File: config.mk
export PLATFORM = sky130hd
export DESIGN_NAME = dff_out_monitor
export DESIGN_NICKNAME = d
export VERILOG_FILES = /design/src/rtl/dff_out_monitor.sv
export SDC_FILE = /design/constraint.sdc
export NUM_CORES = 1
export LEC_CHECK = 0
export CAP_MARGIN = 20
export CORE_ASPECT_RATIO = 1.2
export CORE_UTILIZATION = 30
export CTS_CLUSTER_SIZE = 24
export DETAILED_ROUTE_END_ITERATION = 16
export HOLD_SLACK_MARGIN = 0.15
export MAX_ROUTING_LAYER = met4
export SYNTH_ARGS = -nofsm -noshare
export SYNTH_HDL_FRONTEND = slang
export SYNTH_SLANG_ARGS = --single-unit
export TNS_END_PERCENT = 30
File: constraint.sdc
create_clock -name C -period 2.5 [get_ports C]
set_input_delay 0.5 -clock C [delete_from_list [all_inputs] [get_ports C]]
set_output_delay 0.5 -clock C [all_outputs]
set_load 0.02 [all_outputs]
File: src/rtl/dff_out_monitor.sv
// ============================================================================
// Module      : dff_out_monitor
// Description : Watches the true/complement outputs (Q, nQ) of an upstream
//               flip-flop stage that runs in another clock domain. Both lines
//               are synchronised into the C domain. After a settling period
//               the monitor counts rising and falling edges on Q. With
//               complement checking enabled, it also flags any cycle in
//               which Q equals nQ.
// Revision    : 1.0 - initial release
// ----------------------------------------------------------------------------
// Parameters
//   CNT_W    : width of rise_cnt / fall_cnt (saturating counters)
//   SETTLE   : consecutive good cycles required in INIT before RUN (1..15)
// Ports
//   C        : in  1      clock, all state updates on the rising edge
//   nR       : in  1      synchronous active-low reset (priority over clr)
//   Q        : in  1      upstream true output, asynchronous to C
//   nQ       : in  1      upstream complement output, asynchronous to C
//   clr      : in  1      synchronous clear of counters, err and FSM
//   rise_cnt : out CNT_W  Q rising edges seen in RUN
//   fall_cnt : out CNT_W  Q falling edges seen in RUN
//   err      : out 1      sticky: Q == nQ observed while in RUN
//   state    : out 2      00 INIT, 01 RUN, 10 ERR
//   valid    : out 1      high only in RUN
// Configuration macro
//   DFF_MON_COMPL_CHK_EN : when defined, nQ is checked against Q during
//                          INIT settling and in RUN. When undefined, nQ
//                          is ignored, err is tied low and ERR is never
//                          entered.
// ============================================================================
`default_nettype none

module dff_out_monitor #(
  parameter int CNT_W  = 8,
  parameter int SETTLE = 2
) (
  input  logic             C,
  input  logic             nR,
  input  logic             Q,
  input  logic             nQ,
  input  logic             clr,
  output logic [CNT_W-1:0] rise_cnt,
  output logic [CNT_W-1:0] fall_cnt,
  output logic             err,
  output logic [1:0]       state,
  output logic             valid
);

  // --------------------------------------------------------------------------
  // Constants
  // --------------------------------------------------------------------------
  localparam logic [1:0]       c_ST_INIT = 2'b00;
  localparam logic [1:0]       c_ST_RUN  = 2'b01;
  localparam logic [1:0]       c_ST_ERR  = 2'b10;
  localparam logic [4:0]       c_SETTLE  = 5'(SETTLE);
  localparam logic [CNT_W-1:0] c_CNT_ONE = CNT_W'(1);
  localparam logic [CNT_W-1:0] c_CNT_MAX = {CNT_W{1'b1}};

  // --------------------------------------------------------------------------
  // Input synchronisers
  // --------------------------------------------------------------------------
  logic r_qs1;
  logic r_qs2;
  logic r_qp;
  // Two-stage "primed" flag that follows the synchroniser depth. Settling
  // starts only once real samples have reached qs2. Without it the
  // no-check build would leave INIT while qs2 still holds reset zeros.
  logic r_prime1;
  logic r_prime2;

  always_ff @(posedge C) begin
    if (!nR) begin
      r_qs1    <= 1'b0;
      r_qs2    <= 1'b0;
      r_qp     <= 1'b0;
      r_prime1 <= 1'b0;
      r_prime2 <= 1'b0;
    end else begin
      r_qs1    <= Q;
      r_qs2    <= r_qs1;
      // qp tracks qs2 one cycle late, unconditionally. On the INIT->RUN
      // transition it therefore holds the last INIT sample, so the first
      // RUN cycle only sees an edge if Q really moved.
      r_qp     <= r_qs2;
      r_prime1 <= 1'b1;
      r_prime2 <= r_prime1;
    end
  end

  // Complement-check view of the synchronised pair
  logic w_compl_ok;   // qs2 and nqs2 disagree (healthy)
  logic w_compl_bad;  // qs2 and nqs2 agree (fault)

`ifdef DFF_MON_COMPL_CHK_EN
  logic r_nqs1;
  logic r_nqs2;

  always_ff @(posedge C) begin
    if (!nR) begin
      r_nqs1 <= 1'b0;
      r_nqs2 <= 1'b0;
    end else begin
      r_nqs1 <= nQ;
      r_nqs2 <= r_nqs1;
    end
  end

  assign w_compl_ok  = (r_qs2 != r_nqs2);
  assign w_compl_bad = (r_qs2 == r_nqs2);
`else
  // nQ is deliberately ignored in this build
  logic w_unused_nq;
  assign w_unused_nq = nQ;
  assign w_compl_ok  = 1'b1;
  assign w_compl_bad = 1'b0;
`endif

  // --------------------------------------------------------------------------
  // FSM: state register
  // --------------------------------------------------------------------------
  logic [1:0] r_state;
  logic [1:0] w_state_nxt;
  logic [3:0] r_settle;
  logic [3:0] w_settle_nxt;

  always_ff @(posedge C) begin
    if (!nR) begin
      r_state  <= c_ST_INIT;
      r_settle <= 4'd0;
    end else begin
      r_state  <= w_state_nxt;
      r_settle <= w_settle_nxt;
    end
  end

  // --------------------------------------------------------------------------
  // FSM: next-state logic
  // --------------------------------------------------------------------------
  always_comb begin
    w_state_nxt  = r_state;
    w_settle_nxt = r_settle;
    case (r_state)
      c_ST_INIT: begin
        if (r_prime2 && w_compl_ok) begin
          // Leave on the cycle that would bring the count to SETTLE
          if (({1'b0, r_settle} + 5'd1) == c_SETTLE) begin
            w_state_nxt  = c_ST_RUN;
            w_settle_nxt = 4'd0;
          end else begin
            w_settle_nxt = r_settle + 4'd1;
          end
        end else begin
          w_settle_nxt = 4'd0;
        end
      end
      c_ST_RUN: begin
        if (w_compl_bad) begin
          w_state_nxt = c_ST_ERR;
        end
      end
      c_ST_ERR: begin
        w_state_nxt = c_ST_ERR;
      end
      default: begin
        // Encoding 11 is unreachable; recover through INIT
        w_state_nxt  = c_ST_INIT;
        w_settle_nxt = 4'd0;
      end
    endcase
    if (clr) begin
      w_state_nxt  = c_ST_INIT;
      w_settle_nxt = 4'd0;
    end
  end

  // --------------------------------------------------------------------------
  // FSM: outputs
  // --------------------------------------------------------------------------
  always_comb begin
    state = r_state;
    valid = (r_state == c_ST_RUN);
  end

  // --------------------------------------------------------------------------
  // Edge counters and sticky error
  // --------------------------------------------------------------------------
  logic             w_in_run;
  logic             w_rise_ev;
  logic             w_fall_ev;
  logic [CNT_W-1:0] r_rise;
  logic [CNT_W-1:0] r_fall;

  assign w_in_run = (r_state == c_ST_RUN);
  // An edge that coincides with a complement fault is not counted
  assign w_rise_ev = w_in_run && !w_compl_bad &&  r_qs2 && !r_qp;
  assign w_fall_ev = w_in_run && !w_compl_bad && !r_qs2 &&  r_qp;

  always_ff @(posedge C) begin
    if (!nR) begin
      r_rise <= '0;
      r_fall <= '0;
    end else if (clr) begin
      r_rise <= '0;
      r_fall <= '0;
    end else begin
      if (w_rise_ev && (r_rise != c_CNT_MAX)) begin
        r_rise <= r_rise + c_CNT_ONE;
      end
      if (w_fall_ev && (r_fall != c_CNT_MAX)) begin
        r_fall <= r_fall + c_CNT_ONE;
      end
    end
  end

  assign rise_cnt = r_rise;
  assign fall_cnt = r_fall;

`ifdef DFF_MON_COMPL_CHK_EN
  logic r_err;

  always_ff @(posedge C) begin
    if (!nR) begin
      r_err <= 1'b0;
    end else if (clr) begin
      r_err <= 1'b0;
    end else if (w_in_run && w_compl_bad) begin
      r_err <= 1'b1;
    end
  end

  assign err = r_err;
`else
  assign err = 1'b0;
`endif

endmodule

`default_nettype wire

Word level (Yosys, flattened, before mapping):

Index checks and enable logic that the tools add are counted.

* register bits after elaboration: 27
* input bits: 5
* logic and storage cells: 41

* add/subtract/negate cells: 4
* eq/ne operators: 7
* mux-type cells: 7
* bitwise logic cells: 2
* reduce and logical (&&, ||, !) cells: 12

Operators by type and width (number)
* $add A8 B1 Y8 const B: 2
* $ne A8 B8 Y1 const B: 2
* $mux W4: 2
* $pmux W4 S2: 1
* $logic_and A1 B1 Y1: 6
* $pmux W2 S3: 1
* $add A4 B1 Y5 const B: 1
* $eq A5 B2 Y1 const B: 1
* $add A4 B1 Y4 const B: 1
* $mux W2: 2
* $ne A2 B2 Y1 const B: 2
* $reduce_or A2 Y1: 2
* $reduce_and A3 Y1: 1
* $eq A2 B1 Y1 const B: 1
* $eq A2 B2 Y1 const B: 1
* $logic_not A1 Y1: 2
* $logic_not A2 Y1: 1
* $not A1 Y1: 2
* $mux W1: 1

Logic depth before layout (Yosys ltp):

Gate-level depths: netlist (run 1).

* word-level depth: 5
* depth in mapped cells: 6
* gate-level depth less buffers: 6

Least setup slack after synthesis (run 1):

OpenSTA, ideal clock, no wires.

* path type: register to register
* start point: register r_state[0] (netlist: state[0])
* end point: register r_rise[4] (netlist: rise_cnt[4])
* setup time: 0.059 ns
* arrival time: 1.725 ns
* setup slack: 0.716 ns
* stages on the path, launching flop included: 6
* buffers on the path: 0
* period minus slack after synthesis: 1.784 ns
* path through: dfxtp_1 -> ha_1 -> and3b_4 -> o21ai_4 -> or4_1 -> nand2_1

* cells in the longest elaborated chain, start to end: 4

Ends and longest elaborated chain
* from (decl): line 121 `logic [1:0] r_state;`
* from (signal assigned): line 128 `r_state <= c_ST_INIT;`
* from (signal assigned): line 131 `r_state <= w_state_nxt;`
* $eq A2 B1 Y1
* named net valid: line 46 `output logic valid`
* $logic_and A1 B1 Y1 (2 in a row): line 195 `assign w_rise_ev = w_in_run && !w_compl_bad && r_qs2 && !r_qp;`
* $logic_and A1 B1 Y1: line 206 `if (w_rise_ev && (r_rise != c_CNT_MAX)) begin`
* to (signal assigned): line 207 `r_rise <= r_rise + c_CNT_ONE;`
* to (decl): line 190 `logic [CNT_W-1:0] r_rise;`

The timed path passes the listed nets, and every way through them passes these cells.
A chain may end at the register's enable or synchronous reset.

Worst setup path after layout (run 1):

* start point: register r_state[1] (netlist: state[1])
* end point: output valid

* cells in the longest elaborated chain, start to end: 1

Ends and longest elaborated chain
* $eq A2 B1 Y1: line 181 `valid = (r_state == c_ST_RUN);`
* to (decl): line 46

Every way passes these cells.

==> run metrics, run 1 <==
DRT Pass-1 Iters=4; share of the synthesized area in the top cell type=41.2%; critical setup path kind=reg -> out; Fmax achieved=0.469 GHz; maximum clock path buffer count=2; final WL=2.56 mm; Worst EP required=2.00 ns; Die ar.=4640 µm²; Final Non-Filler Cells=220; final setup skew=0.00344 ns; Peak supply drop=325 µV; crit end category=output port; Avg Inst Size Synth=9.38 µm²; H-tree levels=1; Crit path arrival time=1.63 ns; vias=1058; area delta synth->final=25.1%; share of cells above drive strength 1=7.32%; Root Buffer=clkbuf_8; placed cells=216; cell area power density=430 nW/µm²; core area=4230 µm²; FFs w/ async S/R, synth=0%; io pins=25; Die Height=74.5 µm; worst slack, placed=0.640 ns; leading area contributor after synthesis=dfxtp_1; synthesized area=1310 µm²; number of diodes=0; largest cells by area after synthesis=dfxtp_1, ha_1, nand2_1, nor2_1, and2_1; Clock Latency Late Sink=0.27 ns; final period utilization=85.2%; vias in the first global route=1024; starting density of the core=31.0%; total congestion overflow=0; max-slew violation count=0; register area share after synthesis=41.2%; CP peak stage delay=0.65 ns; critical path launch point type=register; fillers=456; Routed WL per cell=11.6 µm; most numerous cell in the Yosys netlist=dfxtp_1; worst hold path type=reg -> reg; Final TNS setup=0 ns; Post-DRT Antenna Nets=0; CTS Hold Bufs=0; Final Setup Violations=0; Leakage=0.591 nW; Yosys Warn Count=0; dpl hpwl=1.95 mm; Max Fanout on Critical Path=7; Worst-path clk slew=0.09 ns; final hold vios=0; Critical-path top delay cell=clkdlybuf4s50_1; gpl congestion=0.801; post_cts resized=0; worst path cell trace=inv_1 > ha_1 > clkdlybuf4s50_1; Mapped Nets=152; Detailed Route Iter0 Violations=13; top post-synthesis cells by count=dfxtp_1, nand2_1, nor2_1; total CTS buffers=3; die width=62.4 µm; Post-route DRC=0; library cells used by synthesis=39; status=finished clean; CTS Sinks=27; vias per cell=4.81; max-cap violations=0; Tot GR Track Use=12.1%; Top FF cell, synth=dfxtp_1; postcts setup bufs=0; Power Total=706 µW; Multi-input gate area=742 µm²; count of flip-flops with a built-in enable after synthesis=0; critical path launch point=state[1]$_SDFFE_PP0P_; PortBufs=22; initial antenna violation count=0; Layout Nets=177; Reg-to-Reg Start=state[1]$_SDFFE_PP0P_; first-pass GRT wire length=4.36 mm; flops & latches, synth=27; Final WS setup=0.370 ns; Synth Instances=140; Rows=26; hold path startpoint=r_prime1$_DFF_P_; CTS tree=yes; setup repair after global routing missed its margin=no; final design utilization=38.8%; FF+latch area=541 µm²; largest net degree at the start of global routing=18; min Tclk post-route=2.13 ns
==> final cells by class <==
| type | instances | share of cell area, % |
|---|---|---|
| inverters | 4 | 0.915 |
| clock buffers | 3 | 2.52 |
| clock inverters | 1 | 0.305 |
| well taps | 56 | 4.27 |
| multi-input cells | 106 | 45.2 |
| repair buffers | 23 | 13.9 |
| flip-flops and latches | 27 | 32.9 |
==> state kept, by name, indices dropped and copies added (netlist names) <==
name	cells
fall_cnt	8
r_prime1	1
r_prime2	1
r_qp	1
r_qs1	1
r_qs2	1
r_settle	4
rise_cnt	8
state	2
==> final timing paths <==
check / to / depth (start not counted) / slack (ns)
max: valid / 3 / 0.37
min: r_prime2$_SDFF_PN0_ / 1 / 0.44
max reg2reg: rise_cnt[4]$_SDFFE_PP0P_ / 6 / 0.82
min reg2reg: r_prime2$_SDFF_PN0_ / 1 / 0.44
==> routing by layer <==
layer  vias to the layer above  share of wire [%]  global-route usage [%]
li1                        546                  -                       -
met1                       488                 43                    13.2
met2                        22                 52                    21.7
met3                         2                4.0                    2.15
met4                         0               0.55                    5.17
met5                         -                  0                       -
==> where the power goes <==
| group | switching (mW) | internal, mW |
|---|---|---|
| sequential | 0.00237 | 0.434 |
| clock | 0.134 | 0.112 |
| combinational | 0.0135 | 0.0103 |
==> metrics by stage <==
stage,hold slack [ns],cell area (µm²)
floorplan,0.412,1310
global placement,0.416,1600
detailed placement,0.419,1600
CTS,0.442,1640
global route,0.453,1640
finish,0.439,1640
==> critical path: cells and delay by family, from the launching register on <==
| kind | cells | cell delay [ns] |
|---|---|---|
| adders and majority gates | 1 | 0.29 |
| DFF | 1 | 0.34 |
| buffers and inverters | 2 | 0.73 |
==> cells in the final DEF (no fill, tap or decap), types with 2 or more instances in the layout <==
cell	netlist	final
and2_1	7	7
dfxtp_1	27	27
nand2_1	12	12
o211ai_1	3	3
or4_1	2	2
nand3_1	4	4
a21oi_1	8	8
clkdlybuf4s50_1	0	22
and3_1	3	3
o21ai_0	7	7
clkbuf_8	0	3
nor3_1	2	2
xor2_1	4	4
a211oi_1	3	3
inv_1	4	4
nor2_1	12	12
nand2b_1	2	2
nand4_1	2	2
mux2i_1	2	2
nor2b_1	2	2
ha_1	7	7
or3_1	3	3
xnor2_1	5	5
==> cell families after synthesis <==
| logic type | Yosys count | share of synthesized area (%) |
|---|---|---|
| adder cells (fa/ha/maj) | 7 | 6.67 |
| multiplexers | 2 | 1.53 |
| other | 1 | 0.286 |
| XOR/XNOR | 9 | 6.01 |
| AND/OR/NAND/NOR | 58 | 25.5 |
| buffers and inverters | 7 | 2.29 |
| flip-flops | 27 | 41.2 |
| AO/OA/AOI/OAI | 29 | 16.6 |
Power figures use the tool's default switching activity.
==> inputs of run 2 (changes only) <==
--- a/config.mk
+++ b/config.mk
@@ -10,6 +10,7 @@
 export CORE_UTILIZATION = 30
 export CTS_CLUSTER_SIZE = 24
 export DETAILED_ROUTE_END_ITERATION = 16
+export GPL_ROUTABILITY_DRIVEN = 0
 export HOLD_SLACK_MARGIN = 0.15
 export MAX_ROUTING_LAYER = met4
 export SYNTH_ARGS = -nofsm -noshare
==> results of run 2 <==
Same layout as run 1: the final DEF is identical, and so are final timing and power.
==> inputs of run 3 (changes only) <==
--- a/config.mk
+++ b/config.mk
@@ -7,6 +7,7 @@
 export LEC_CHECK = 0
 export CAP_MARGIN = 20
 export CORE_ASPECT_RATIO = 1.2
+export CORE_MARGIN = 3
 export CORE_UTILIZATION = 30
 export CTS_CLUSTER_SIZE = 24
 export DETAILED_ROUTE_END_ITERATION = 16
==> run 3 against run 2 <==
Compared with the run above: first-iteration DRC count grew to 2.5 times the previous value; hold slack better by 0.0032 ns; critical path depth stayed put; maximum frequency is 1.3% lower; wire length is 6.3% higher; die area is 12% higher; clock power is 2% higher; register-to-register slack worse by 0.06 ns; highest routed layer unchanged; largest power group unchanged; largest cell class unchanged; via count is 0.85% higher.
==> run metrics, run 3 (same netlist as run 1, synthesis figures left out) <==
total CTS buffers=3 (unchanged); placed cells=214 (-0.93%); Clock Latency Late Sink=0.27 ns (about the same); final WL=2.72 mm (+6.3%); Rows=25 (-3.8%); cell area power density=434 nW/µm² (+0.98%); Final Non-Filler Cells=218 (-0.91%); Die Height=78.5 µm (+5.4%); worst hold path type=reg -> reg; max-slew violation count=0 (unchanged); Crit path arrival time=1.66 ns (+0.03 ns); Worst EP required=2.00 ns (about the same); DRT Pass-1 Iters=4 (unchanged); commonest cells after routing, fill and taps aside=dfxtp_1, clkdlybuf4s50_1, nand2_1, nor2_1, a21oi_1; maximum clock path buffer count=2 (unchanged); max-cap violations=0 (unchanged); Final TNS setup=0 ns (unchanged); critical path launch point=state[1]$_SDFFE_PP0P_; CTS Sinks=27 (unchanged); final period utilization=86.3% (+1.1 points); Post-DRT Antenna Nets=0 (unchanged); Leakage=0.591 nW (unchanged); PortBufs=22 (unchanged); Die ar.=5210 µm² (+12%); postcts setup bufs=0 (unchanged); setup repair after global routing missed its margin=no; Reg-to-Reg Start=state[1]$_SDFFE_PP0P_; area delta synth->final=24.9%; hold path startpoint=r_prime1$_DFF_P_; critical path launch point type=register; status=finished clean; first-pass GRT wire length=4.68 mm (+7.3%); core area=4070 µm² (-3.8%); Fmax achieved=0.463 GHz (-1.3%); Layout Nets=177 (unchanged); CTS tree=yes; most common cell after layout, fill and taps aside=dfxtp_1; vias per cell=4.89 (+1.8%); starting density of the core=32.3% (+1.2 points); Post-route DRC=0 (unchanged); total congestion overflow=0 (unchanged); Peak supply drop=164 µV (-49%); Final Setup Violations=0 (unchanged); H-tree levels=1 (unchanged); Slew HR=63.7%; Detailed Route Iter0 Violations=33 (+20); Root Buffer=clkbuf_8; io pins=25 (unchanged); critical setup path kind=reg -> out; post_cts resized=0 (unchanged); vias=1067 (+0.85%); Routed WL per cell=12.5 µm (+7.3%); initial antenna violation count=0 (unchanged); dpl hpwl=2.00 mm (+2.4%); actual slew at the worst max-slew pin=0.544 ns; share of cells above drive strength 1=7.32% (unchanged); number of diodes=0 (unchanged); min Tclk post-route=2.16 ns (+0.0275 ns); die width=66.4 µm (+6.4%); Max Fanout on Critical Path=7 (unchanged); final hold vios=0 (unchanged); final setup skew=0.00361 ns (+0.000173 ns); Worst-path clk slew=0.10 ns (about the same); vias in the first global route=1088 (+6.3%); fillers=424 (-7.0%); largest net degree at the start of global routing=18 (unchanged); Tot GR Track Use=11.7% (-0.32 points); crit end category=output port; CTS Hold Bufs=0 (unchanged)
-- run 3: cell counts in the layout (fill, tap and decap cells not counted) --
No cell type changed its count.
-- run 3: layer usage --
metal | share of wire (%) | global-route usage (%) | vias to the layer above
li1 | - | - | 546
met1 | 46 | 13.0 | 495
met2 | 50 | 20.3 | 22
met3 | 2.9 | 1.86 | 4
met4 | 1.4 | 5.28 | 0
met5 | 0 | - | -
-- run 3: final timing paths --
path,end,slack (ns),cells after the start
hold reg to reg,r_prime2$_SDFF_PN0_,0.44,1
setup reg to reg,rise_cnt[7]$_SDFFE_PP0P_,0.76,6
setup / recovery,valid,0.34,3
hold / removal,r_prime2$_SDFF_PN0_,0.44,1
-- run 3: layout make-up --
cell class / count / area (µm²) / area share (%)
multi-input cells: 106 / 742 / 45.3
repair buffers: 23 / 228 / 13.9
clock buffers: 3 / 41.3 / 2.52
well taps: 54 / 67.6 / 4.12
clock inverters: 1 / 5.00 / 0.305
inverters: 4 / 15.0 / 0.916
flip-flops and latches: 27 / 541 / 33.0
-- run 3: report_power, final --
part / internal (mW) / switching [mW]
combinational: 0.0103 / 0.0142
sequential: 0.434 / 0.00232
clock: 0.112 / 0.139
-- run 3: critical path: stages (launching register included) --
cell and delay (ns):
dfxtp_1 0.35, inv_1 0.09, ha_1 0.30, clkdlybuf4s50_1 0.65
-- run 3: through the flow --
step                hold slack [ns]  cell area [µm²]  power, mW  utilization [%]  worst slack, ns
floorplan                     0.412             1310      0.461                -            0.716
global placement              0.417             1590      0.470             39.2            0.658
detailed placement            0.419             1590      0.471             39.2            0.604
CTS                           0.443             1640      0.721             40.3            0.318
global route                  0.469             1640      0.743             40.3            0.229
finish                        0.442             1640      0.712             40.3            0.342
